<file path="config.mk">
export PLATFORM = sky130hd
export DESIGN_NAME = x3q16_mem_ctrl
export DESIGN_NICKNAME = d
export VERILOG_FILES = /design/src/rtl/x3q16_pkg.sv /design/src/rtl/x3q16_mem_ctrl.sv
export SDC_FILE = /design/constraint.sdc
export NUM_CORES = 1
export LEC_CHECK = 0
export ABC_AREA = 1
export BUFFER_PORTS_ARGS = -buffer_cell sky130_fd_sc_hd__buf_2
export CAP_MARGIN = 40
export CORE_UTILIZATION = 47
export DETAILED_ROUTE_END_ITERATION = 12
export PLACE_DENSITY = 0.87
export SETUP_SLACK_MARGIN = 0.15
export SLEW_MARGIN = 15
export SYNTH_ARGS = -nofsm -noshare
export SYNTH_HDL_FRONTEND = slang
export SYNTH_SLANG_ARGS = --single-unit
export TNS_END_PERCENT = 100
</file>
<file path="constraint.sdc">
create_clock -name clk -period 1.2 [get_ports clk]
set_input_delay 0.12 -clock clk [delete_from_list [all_inputs] [get_ports clk]]
set_output_delay 0.12 -clock clk [all_outputs]
set_load 0.02 [all_outputs]
</file>
<file path="src/rtl/x3q16_pkg.sv">
// Shared types and constants for the x3q16 memory controller.
// Holds the FSM encoding, the bus widths and the default halt address.
package x3q16_pkg;

  localparam int ADDR_W = 16;
  localparam int DATA_W = 16;
  localparam int CNT_W  = 3;

  localparam logic [ADDR_W-1:0] HALT_ADDR_DEF = 16'hFFFF;

  typedef enum logic [2:0] {
    ST_IDLE    = 3'd0,
    ST_RD_WAIT = 3'd1,
    ST_RD_DONE = 3'd2,
    ST_WR      = 3'd3,
    ST_HOLD    = 3'd4
  } state_t;

endpackage

</file>
<file path="src/rtl/x3q16_mem_ctrl.sv">
// CPU-to-SRAM bridge: accepts one read or write per request, drives the SRAM,
// returns read data / completion pulses and flags a read of the halt address.
import x3q16_pkg::*;

module x3q16_mem_ctrl #(
  parameter int                READ_LAT  = 1,
  parameter logic [ADDR_W-1:0] HALT_ADDR = HALT_ADDR_DEF
) (
  input  logic              clk,
  input  logic              reset,
  input  logic              request,
  input  logic              request_type,
  input  logic [ADDR_W-1:0] request_address,
  input  logic [DATA_W-1:0] data_out,
  output logic [DATA_W-1:0] memory_in,
  output logic              memory_ready,
  output logic              write_complete,
  output logic              memory_critical,
  output logic              halted,
  output logic              sram_en,
  output logic              sram_we,
  output logic [ADDR_W-1:0] sram_addr,
  output logic [DATA_W-1:0] sram_wdata,
  input  logic [DATA_W-1:0] sram_rdata,
  output state_t            dbg_state
);

  // Handshake: request is a level held by the CPU until it sees memory_ready
  // or write_complete; it is only sampled in IDLE, and HOLD waits for it to
  // drop so a held request is never serviced twice.

  state_t              r_state;
  state_t              w_state_nxt;
  logic                w_latch;
  logic                w_rd_start;
  logic                w_capture;
  logic                w_rdy_nxt;
  logic                w_wr_fire;

  logic [ADDR_W-1:0]   r_addr;
  logic [DATA_W-1:0]   r_wdata;
  logic [CNT_W-1:0]    r_cnt;
  logic [DATA_W-1:0]   r_memory_in;
  logic                r_memory_ready;
  logic                r_write_complete;
  logic                r_halted;
  logic                r_sram_en;
  logic                r_sram_we;
  logic [ADDR_W-1:0]   r_sram_addr;
  logic [DATA_W-1:0]   r_sram_wdata;

  always_ff @(posedge clk or negedge reset) begin
    if (!reset) begin
      r_state <= ST_IDLE;
    end else begin
      r_state <= w_state_nxt;
    end
  end

  always_comb begin
    w_state_nxt = r_state;
    w_latch     = 1'b0;
    w_rd_start  = 1'b0;
    w_capture   = 1'b0;
    w_rdy_nxt   = 1'b0;
    w_wr_fire   = 1'b0;
    case (r_state)
      ST_IDLE: begin
        if (request) begin
          w_latch = 1'b1;
          if (request_type) begin
            w_state_nxt = ST_WR;
          end else begin
            w_rd_start  = 1'b1;
            w_state_nxt = ST_RD_WAIT;
          end
        end
      end
      ST_RD_WAIT: begin
        if (r_cnt == '0) begin
          w_capture   = 1'b1;
          w_state_nxt = ST_RD_DONE;
        end
      end
      ST_RD_DONE: begin
        w_rdy_nxt   = 1'b1;
        w_state_nxt = ST_HOLD;
      end
      ST_WR: begin
        w_wr_fire   = 1'b1;
        w_state_nxt = ST_HOLD;
      end
      ST_HOLD: begin
        if (!request) begin
          w_state_nxt = ST_IDLE;
        end
      end
      default: begin
        w_state_nxt = ST_IDLE;
      end
    endcase
  end

  // All outputs are registered, so each pulse lands one edge after the state
  // that requests it; the read strobe is issued on the edge that enters RD_WAIT.
  always_ff @(posedge clk or negedge reset) begin
    if (!reset) begin
      r_addr           <= '0;
      r_wdata          <= '0;
      r_cnt            <= '0;
      r_memory_in      <= '0;
      r_memory_ready   <= 1'b0;
      r_write_complete <= 1'b0;
      r_halted         <= 1'b0;
      r_sram_en        <= 1'b0;
      r_sram_we        <= 1'b0;
      r_sram_addr      <= '0;
      r_sram_wdata     <= '0;
    end else begin
      r_sram_en        <= w_rd_start | w_wr_fire;
      r_sram_we        <= w_wr_fire;
      r_memory_ready   <= w_rdy_nxt;
      r_write_complete <= w_wr_fire;
      if (w_latch) begin
        r_addr  <= request_address;
        r_wdata <= data_out;
      end
      if (w_rd_start) begin
        r_sram_addr <= request_address;
        r_cnt       <= CNT_W'(READ_LAT);
      end else if (r_state == ST_RD_WAIT && r_cnt != '0) begin
        r_cnt <= r_cnt - CNT_W'(1);
      end
      if (w_wr_fire) begin
        r_sram_addr  <= r_addr;
        r_sram_wdata <= r_wdata;
      end
      if (w_capture) begin
        r_memory_in <= sram_rdata;
      end
      if (w_rdy_nxt && r_addr == HALT_ADDR) begin
        r_halted <= 1'b1;
      end
    end
  end

  assign memory_in       = r_memory_in;
  assign memory_ready    = r_memory_ready;
  assign write_complete  = r_write_complete;
  assign memory_critical = (r_state != ST_IDLE);
  assign halted          = r_halted;
  assign sram_en         = r_sram_en;
  assign sram_we         = r_sram_we;
  assign sram_addr       = r_sram_addr;
  assign sram_wdata      = r_sram_wdata;
  assign dbg_state       = r_state;

endmodule
</file>
==> results of run 1 <==
[metrics by stage]
stage               std cells  power, W
detailed placement        670    0.0112
global placement          670    0.0110
finish                    811    0.0225
floorplan                 465   0.00927
CTS                       758    0.0163
global route              810    0.0231
[power by group]
group	switching, W	total, W	internal [W]
registers	0.00163	0.00606	0.00442
logic	0.00733	0.0141	0.00680
clock network	0.00133	0.00234	0.00100
total	0.0103	0.0225	0.0122
[final timing paths]
check / endpoint / from / slack (ns) / depth (start not counted)
setup / recovery: sram_addr[9]$_DFFE_PN0P_ / dbg_state[2]$_DFFE_PN0P_ / -0.47 / 8
hold reg to reg: r_wdata[9]$_DFFE_PN0P_ / r_wdata[9]$_DFFE_PN0P_ / 0.49 / 2
max in group asynchronous: sram_wdata[8]$_DFFE_PN0P_ / reset / 0.41 / 3
setup reg to reg: sram_addr[9]$_DFFE_PN0P_ / dbg_state[2]$_DFFE_PN0P_ / -0.47 / 8
min in group asynchronous: r_addr[7]$_DFFE_PN0P_ / reset / 0.18 / 2
hold / removal: r_addr[9]$_DFFE_PN0P_ / request_address[9] / -0.003 / 3
[layer usage]
layer	global-route usage, %	part of all wire [%]	routed length, um
met5	0	0.037	8
met4	19.2	9.2	2000
met3	6.50	13	2810
met1	38.8	32	6920
met2	56.8	46	9970
[registers in the layout, indices dropped and copies added, names as in the netlist]
signal and count:
dbg_state 3, halted 1, memory_in 16, memory_ready 1, r_addr 16, r_cnt 3
r_wdata 16, sram_addr 16, sram_en 1, sram_wdata 16, sram_we 1
[cell type report]
cell class	instances	area share, %
Multi-Input combinational cell	324	30.6
Clock inverter	7	1.09
Timing Repair Buffer	250	34.0
Antenna cell	1	0.0326
Clock buffer	9	1.62
Inverter	25	1.53
Tap cell	105	1.71
Sequential cell	90	29.4
[worst max-delay path: stages, from the launching register on]
cell and delay, ns:
dfrtp_2 0.45, buf_6 0.15, buf_4 0.15, nor2_4 0.22, buf_6 0.19, nand3_2 0.18, nand2_2 0.16, nand2_2 0.07
nand2_1 0.06
[timing repair]
action / in CTS / in global routing
endpoints found under the setup margin: 106 / 145
gates cloned: 12 / 6
endpoints found under the hold margin: 118 / 0
buffers inserted: 31 / 46
pin swaps: 37 / 41
hold buffers: 29 / 0
gates resized for setup: 151 / 250
[placed cells by master (no fill, tap or decap), types with 2 or more instances in the layout]
cell type	n
buf_2	56
inv_1	19
nand2_1	76
nand2_8	4
nor2_4	4
buf_12	16
inv_2	3
clkbuf_8	9
dfrtp_1	87
o21ai_1	2
buf_4	58
dfrtp_2	3
nor2_1	4
nand3_2	18
nor2_2	2
inv_8	2
buf_8	3
nand2_2	83
nand3_4	7
buf_16	10
nand3_1	48
clkbuf_16	6
o21ai_2	15
clkinvlp_4	3
inv_6	2
dlygate4sd3_1	29
ha_1	2
buf_6	72
nand2_4	53
[cell families after synthesis]
group / after synthesis / synth area share (%)
and+or+nand+nor: 300 / 32.5
adders and majority gates: 2 / 0.634
xor gates and xnor gates: 2 / 0.444
buffers and inverters: 53 / 7.07
AOI/OAI and AO/OA: 18 / 2.35
DFF: 90 / 57.1
==> results.ini, run 1 <==
[cells_and_area]
regArea_sq_um = 2260
final_nets = 754
layout-drive-gt1-share_pct = 61.8
multiInputGateArea_sq_um = 2340
fin_area_sq_um = 7660
fill_cells = 220
final_util_pct = 93.8
synthToLayoutAreaGrowth_pct = 94.2

[yosys]
netlist-cell-type-count = 24
yosysTopAreaCellShare_pct = 57.1
synth-warning-count = 0
synth_seq_cells = 90
synth.area.top_cells = dfrtp_1 (57%), nand2_1 (20%), nand3_1 (9.0%), inv_1 (2.2%), o21ai_0 (2.2%)
synth_area_leader_cell = dfrtp_1
async_reset_ff_share_pct = 100
netlist_top_cells_count = nand2_1 (212), dfrtp_1 (90), nand3_1 (71), inv_1 (23), o21ai_0 (17)
syn_inst = 465
synth_flop_cell = dfrtp_1
synth_fp_nets = 519
ys_seq_area_share_pct = 57.1
synth_edf_count = 0
synthesis.area_sq_um = 3950
syn_avg_cell_area_sq_um = 8.49
post-synth-top-count-cell = nand2_1

[worst_setup_path]
crit_type = reg -> reg
worstSetupEndpointType = flip-flop
start_kind = flip-flop
cp.required_ns = 1.54
critPathMaxFanout = 6
arrival_ns = 2.01

[detailed_routing]
vias = 5066
post_drt_wl_per_cell_um = 26.8
drc = 0
firstDrtPassIters = 5
drt-initial-drc-count = 565
final_antenna_net_count = 0
via_per_inst = 6.25
drt_wl_total_mm = 21.7

[clocking]
cts.sinks = 90
cts_tree = yes
clockBufferDepth = 2
insertion_delay_ns = 0.40
numCtsBuffers = 9
cts_root_buffer = clkbuf_8
htreeDepth = 3
clk_pin_slew_ns = 0.14

[sta]
finalSetupViolCount = 94
clock.fmax_ghz = 0.598
tightest_slew_ns = 0.330
layout_min_cycle_time_ns = 1.67
rsz0062_at_grt = true
max_slew_margin_pct = 78.0
hold_viol = 2
fin_crit_sh_pct = 139
worst_clock_skew_ns = 0.0363
holdWs_ns = -0.00320
fin_ws_ns = -0.471
tns_ns = -28.33
drv_slew = 0

[global_route]
grt.overflow.total = 0
grt_pass1_wl_mm = 21.8
grt_usage_pct = 33.2
grt_max_degree = 48
antenna_found_initial = 2
grt_pass1_vias = 4380

[status]
status = finished with violations
violations = negative hold slack, negative setup slack

[power]
power_density_nw_per_um2 = 2940
p_leak_nw = 3.86
irDropWorstVdd_v = 0.00177

[floorplanning]
core_sq_um = 8180
dieArea_sq_um = 8770
rows = 33
die_w_um = 93.6
fp.dieH_um = 93.6
io_pins = 109
initial_core_util_pct = 48.3

[worst_hold_path]
hold_path_class = in -> reg

[job]
drv_cap = 0

[place]
port_buffers = 108
routabilityCongestion = 0.770
dpl-instance-area_sq_um = 4710
pre_cts_ws_ns = -0.109
place_hpwl_mm = 6.42

Power figures use the tool's default switching activity.
==> run 2: changes to the inputs <==
Settings changed: CORE_UTILIZATION 47 to 56, PLACE_DENSITY 0.87 to 0.95.
Clock period 1.2 ns to 2 ns, I/O delays scaled along.
==> run 2 against run 1 <==
  * The flow now finishes without violations
  * Critical path type is now reg -> out
  * Sequential share of layout area increased by 18 points
  * Register-to-register slack improved by 0.69 ns
  * First-iteration DRC count decreased by 53%
  * Hold slack improved by 0.080 ns
  * Via count decreased by 30%
  * Total power decreased by 65%
  * Largest power group unchanged
  * Clock skew decreased by 0.029 ns
  * Final area decreased by 38%
  * Cell count decreased by 18%
  * Count of clock-buffer cells in the layout increased by 5
  * Non-clock buffer count decreased by 130
==> results.ini, run 2 (synthesis results as in run 1) <==
[cells_and_area]
fill_cells = 522  ; was 220
layout_commonest_cell = nand2_1  ; was dfrtp_1
final_nets = 622  ; was 754
mostFrequentLayoutCells = nand2_1 (212), buf_2 (107), dfrtp_1 (87), nand3_1 (71), inv_1 (23)  ; was dfrtp_1 (87), nand2_2 (83), nand2_1 (76), buf_6 (72), buf_4 (58)
fin_area_sq_um = 4750  ; was 7660 sq um
layout-drive-gt1-share_pct = 25.7  ; was 61.8%
multiInputGateArea_sq_um = 1420  ; was 2340 sq um
antenna_cells = 0  ; was 1
synthToLayoutAreaGrowth_pct = 20.4  ; was 94.2%
regArea_sq_um = 2260  ; unchanged

[clocking]
htreeDepth = 3  ; unchanged
clockBufferDepth = 2  ; unchanged
cts_tree = yes  ; unchanged
clk_pin_slew_ns = 0.08  ; was 0.14 ns
cts_root_buffer = clkbuf_8  ; unchanged
cts.sinks = 90  ; unchanged
numCtsBuffers = 9  ; unchanged
insertion_delay_ns = 0.35  ; was 0.40 ns

[sta]
fin_ws_ns = 0.223  ; was -0.471 ns
fin_crit_sh_pct = 88.8
drv_slew = 0  ; unchanged
hold_viol = 0  ; was 2
max_slew_margin_pct = 58.3  ; was 78.0%
finalSetupViolCount = 0  ; was 94
layout_min_cycle_time_ns = 1.78
worst_clock_skew_ns = 0.00709  ; was 0.0363 ns
tns_ns = 0  ; was -28.33 ns
rsz0062_at_grt = true  ; unchanged
clock.fmax_ghz = 0.563
holdWs_ns = 0.0766  ; was -0.00320 ns
tightest_slew_ns = 0.623  ; was 0.330 ns

[worst_hold_path]
min-delay-start = data_out[7]  ; was request_address[9]
hold_path_class = in -> reg  ; unchanged

[detailed_routing]
via_per_inst = 5.27  ; was 6.25
vias = 3528  ; was 5066
final_antenna_net_count = 0  ; unchanged
drc = 0  ; unchanged
drt-initial-drc-count = 265  ; was 565
drt_wl_total_mm = 9.48  ; was 21.7 mm
post_drt_wl_per_cell_um = 14.2  ; was 26.8 um
firstDrtPassIters = 5  ; unchanged

[power]
power_density_nw_per_um2 = 1640  ; was 2940 nW/um^2
fin_total_pwr_w = 0.00779  ; was 0.0225 W
irDropWorstVdd_v = 0.000740  ; was 0.00177 V
p_leak_nw = 2.74  ; was 3.86 nW

[global_route]
grt_pass1_vias = 3135  ; was 4380
antenna_found_initial = 0  ; was 2
grt_pass1_wl_mm = 14.9  ; was 21.8 mm
grt_usage_pct = 26.3  ; was 33.2%
grt.overflow.total = 0  ; unchanged
grt_max_degree = 37  ; was 48

[floorplanning]
fp.dieH_um = 86.0  ; was 93.6 um
dieArea_sq_um = 7390  ; was 8770 sq um
io_pins = 109  ; unchanged
core_sq_um = 6790  ; was 8180 sq um
die_w_um = 86.0  ; was 93.6 um
rows = 30  ; was 33
initial_core_util_pct = 58.1  ; was 48.3%

[worst_setup_path]
arrival_ns = 1.58  ; was 2.01 ns
crit_path_top_delay_cell = dfrtp_2  ; unchanged
worst-path-buf-inv = 3  ; unchanged
crit_chain = nor3_4, buf_12, inv_1, buf_2  ; was buf_6, buf_4, nor2_4, buf_6, nand3_2, nand2_2, nand2_2, nand2_1
worstSetupEndpointType = output pin  ; was flip-flop
crit_type = reg -> out  ; was reg -> reg
cp_top_family = flip-flops  ; was simple AND/OR/NAND/NOR gates
critical_path.max_stage_delay_ns = 0.51  ; was 0.45 ns
r2r-start = dbg_state[2]$_DFFE_PN0P_  ; unchanged
start_kind = flip-flop  ; unchanged
crit_path_start = dbg_state[1]$_DFFE_PN0P_  ; was dbg_state[2]$_DFFE_PN0P_
cp.required_ns = 1.80  ; was 1.54 ns
critPathMaxFanout = 33  ; was 6

[place]
dpl-instance-area_sq_um = 4500  ; was 4710 sq um
place_hpwl_mm = 6.29  ; was 6.42 mm
pre_cts_ws_ns = 0.183  ; was -0.109 ns
routabilityCongestion = 0.881  ; was 0.770
port_buffers = 108  ; unchanged

[job]
drv_cap = 0  ; unchanged

[status]
status = complete, no violations  ; was finished with violations

-- run 2: worst reg2reg max path, stage by stage, from the launching register on --
cell     delay (ns)
dfrtp_2        0.51
inv_1          0.18
nand3_4        0.33
buf_4          0.32
nand2_1        0.08
nand2_1        0.07
nand2_1        0.10
nand2_1        0.06
-- run 2: layout make-up --
class	instances	area share [%]
Sequential cell	90	47.5
Multi-Input combinational cell	322	30.0
Timing Repair Buffer	120	13.9
Clock buffer	14	3.42
Tap cell	96	2.53
Inverter	25	1.97
Clock inverter	2	0.737
-- run 2: stage by stage --
step / utilization (%) / std cells
after global placement: 66.2 / 649
final: 69.9 / 669
after detailed placement: 66.2 / 649
after global routing: 69.9 / 669
after floorplan: - / 465
after CTS: 69.4 / 666
-- run 2: repair_timing --
| item | 4_1_cts | 5_1_grt |
|---|---|---|
| pin swaps | 0 | 1 |
| hold buffers | 1 | 0 |
| endpoints found under the hold margin | 34 | 0 |
| setup buffers | 0 | 3 |
| endpoints found under the setup margin | 1 | 4 |
| gates resized for setup | 4 | 3 |
-- run 2: routing by layer --
layer | GRT usage [%] | vias to the layer above | wire (um)
li1 | - | 1658 | -
met1 | 36.0 | 1660 | 3970
met2 | 40.2 | 184 | 4570
met3 | 6.16 | 26 | 698
met4 | 11.5 | 0 | 236
met5 | 0 | - | 0
-- run 2: final timing paths --
kind                                        endpoint  slack [ns]  cells past startpoint
max                                  memory_critical        0.22                      4
min                           r_wdata[7]$_DFFE_PN0P_        0.08                      3
max reg2reg                sram_addr[14]$_DFFE_PN0P_        0.22                      7
min reg2reg                sram_wdata[9]$_DFFE_PN0P_        0.47                      2
max in group asynchronous   dbg_state[0]$_DFFE_PN0P_        0.98                      3
min in group asynchronous   sram_addr[2]$_DFFE_PN0P_        0.33                      2
-- run 2: report_power, final --
group / internal [W] / switching (W) / total [W]
sequential: 0.00266 / 0.000606 / 0.00326
clock: 0.000646 / 0.000598 / 0.00124
combinational: 0.00110 / 0.00218 / 0.00328
total: 0.00441 / 0.00339 / 0.00779
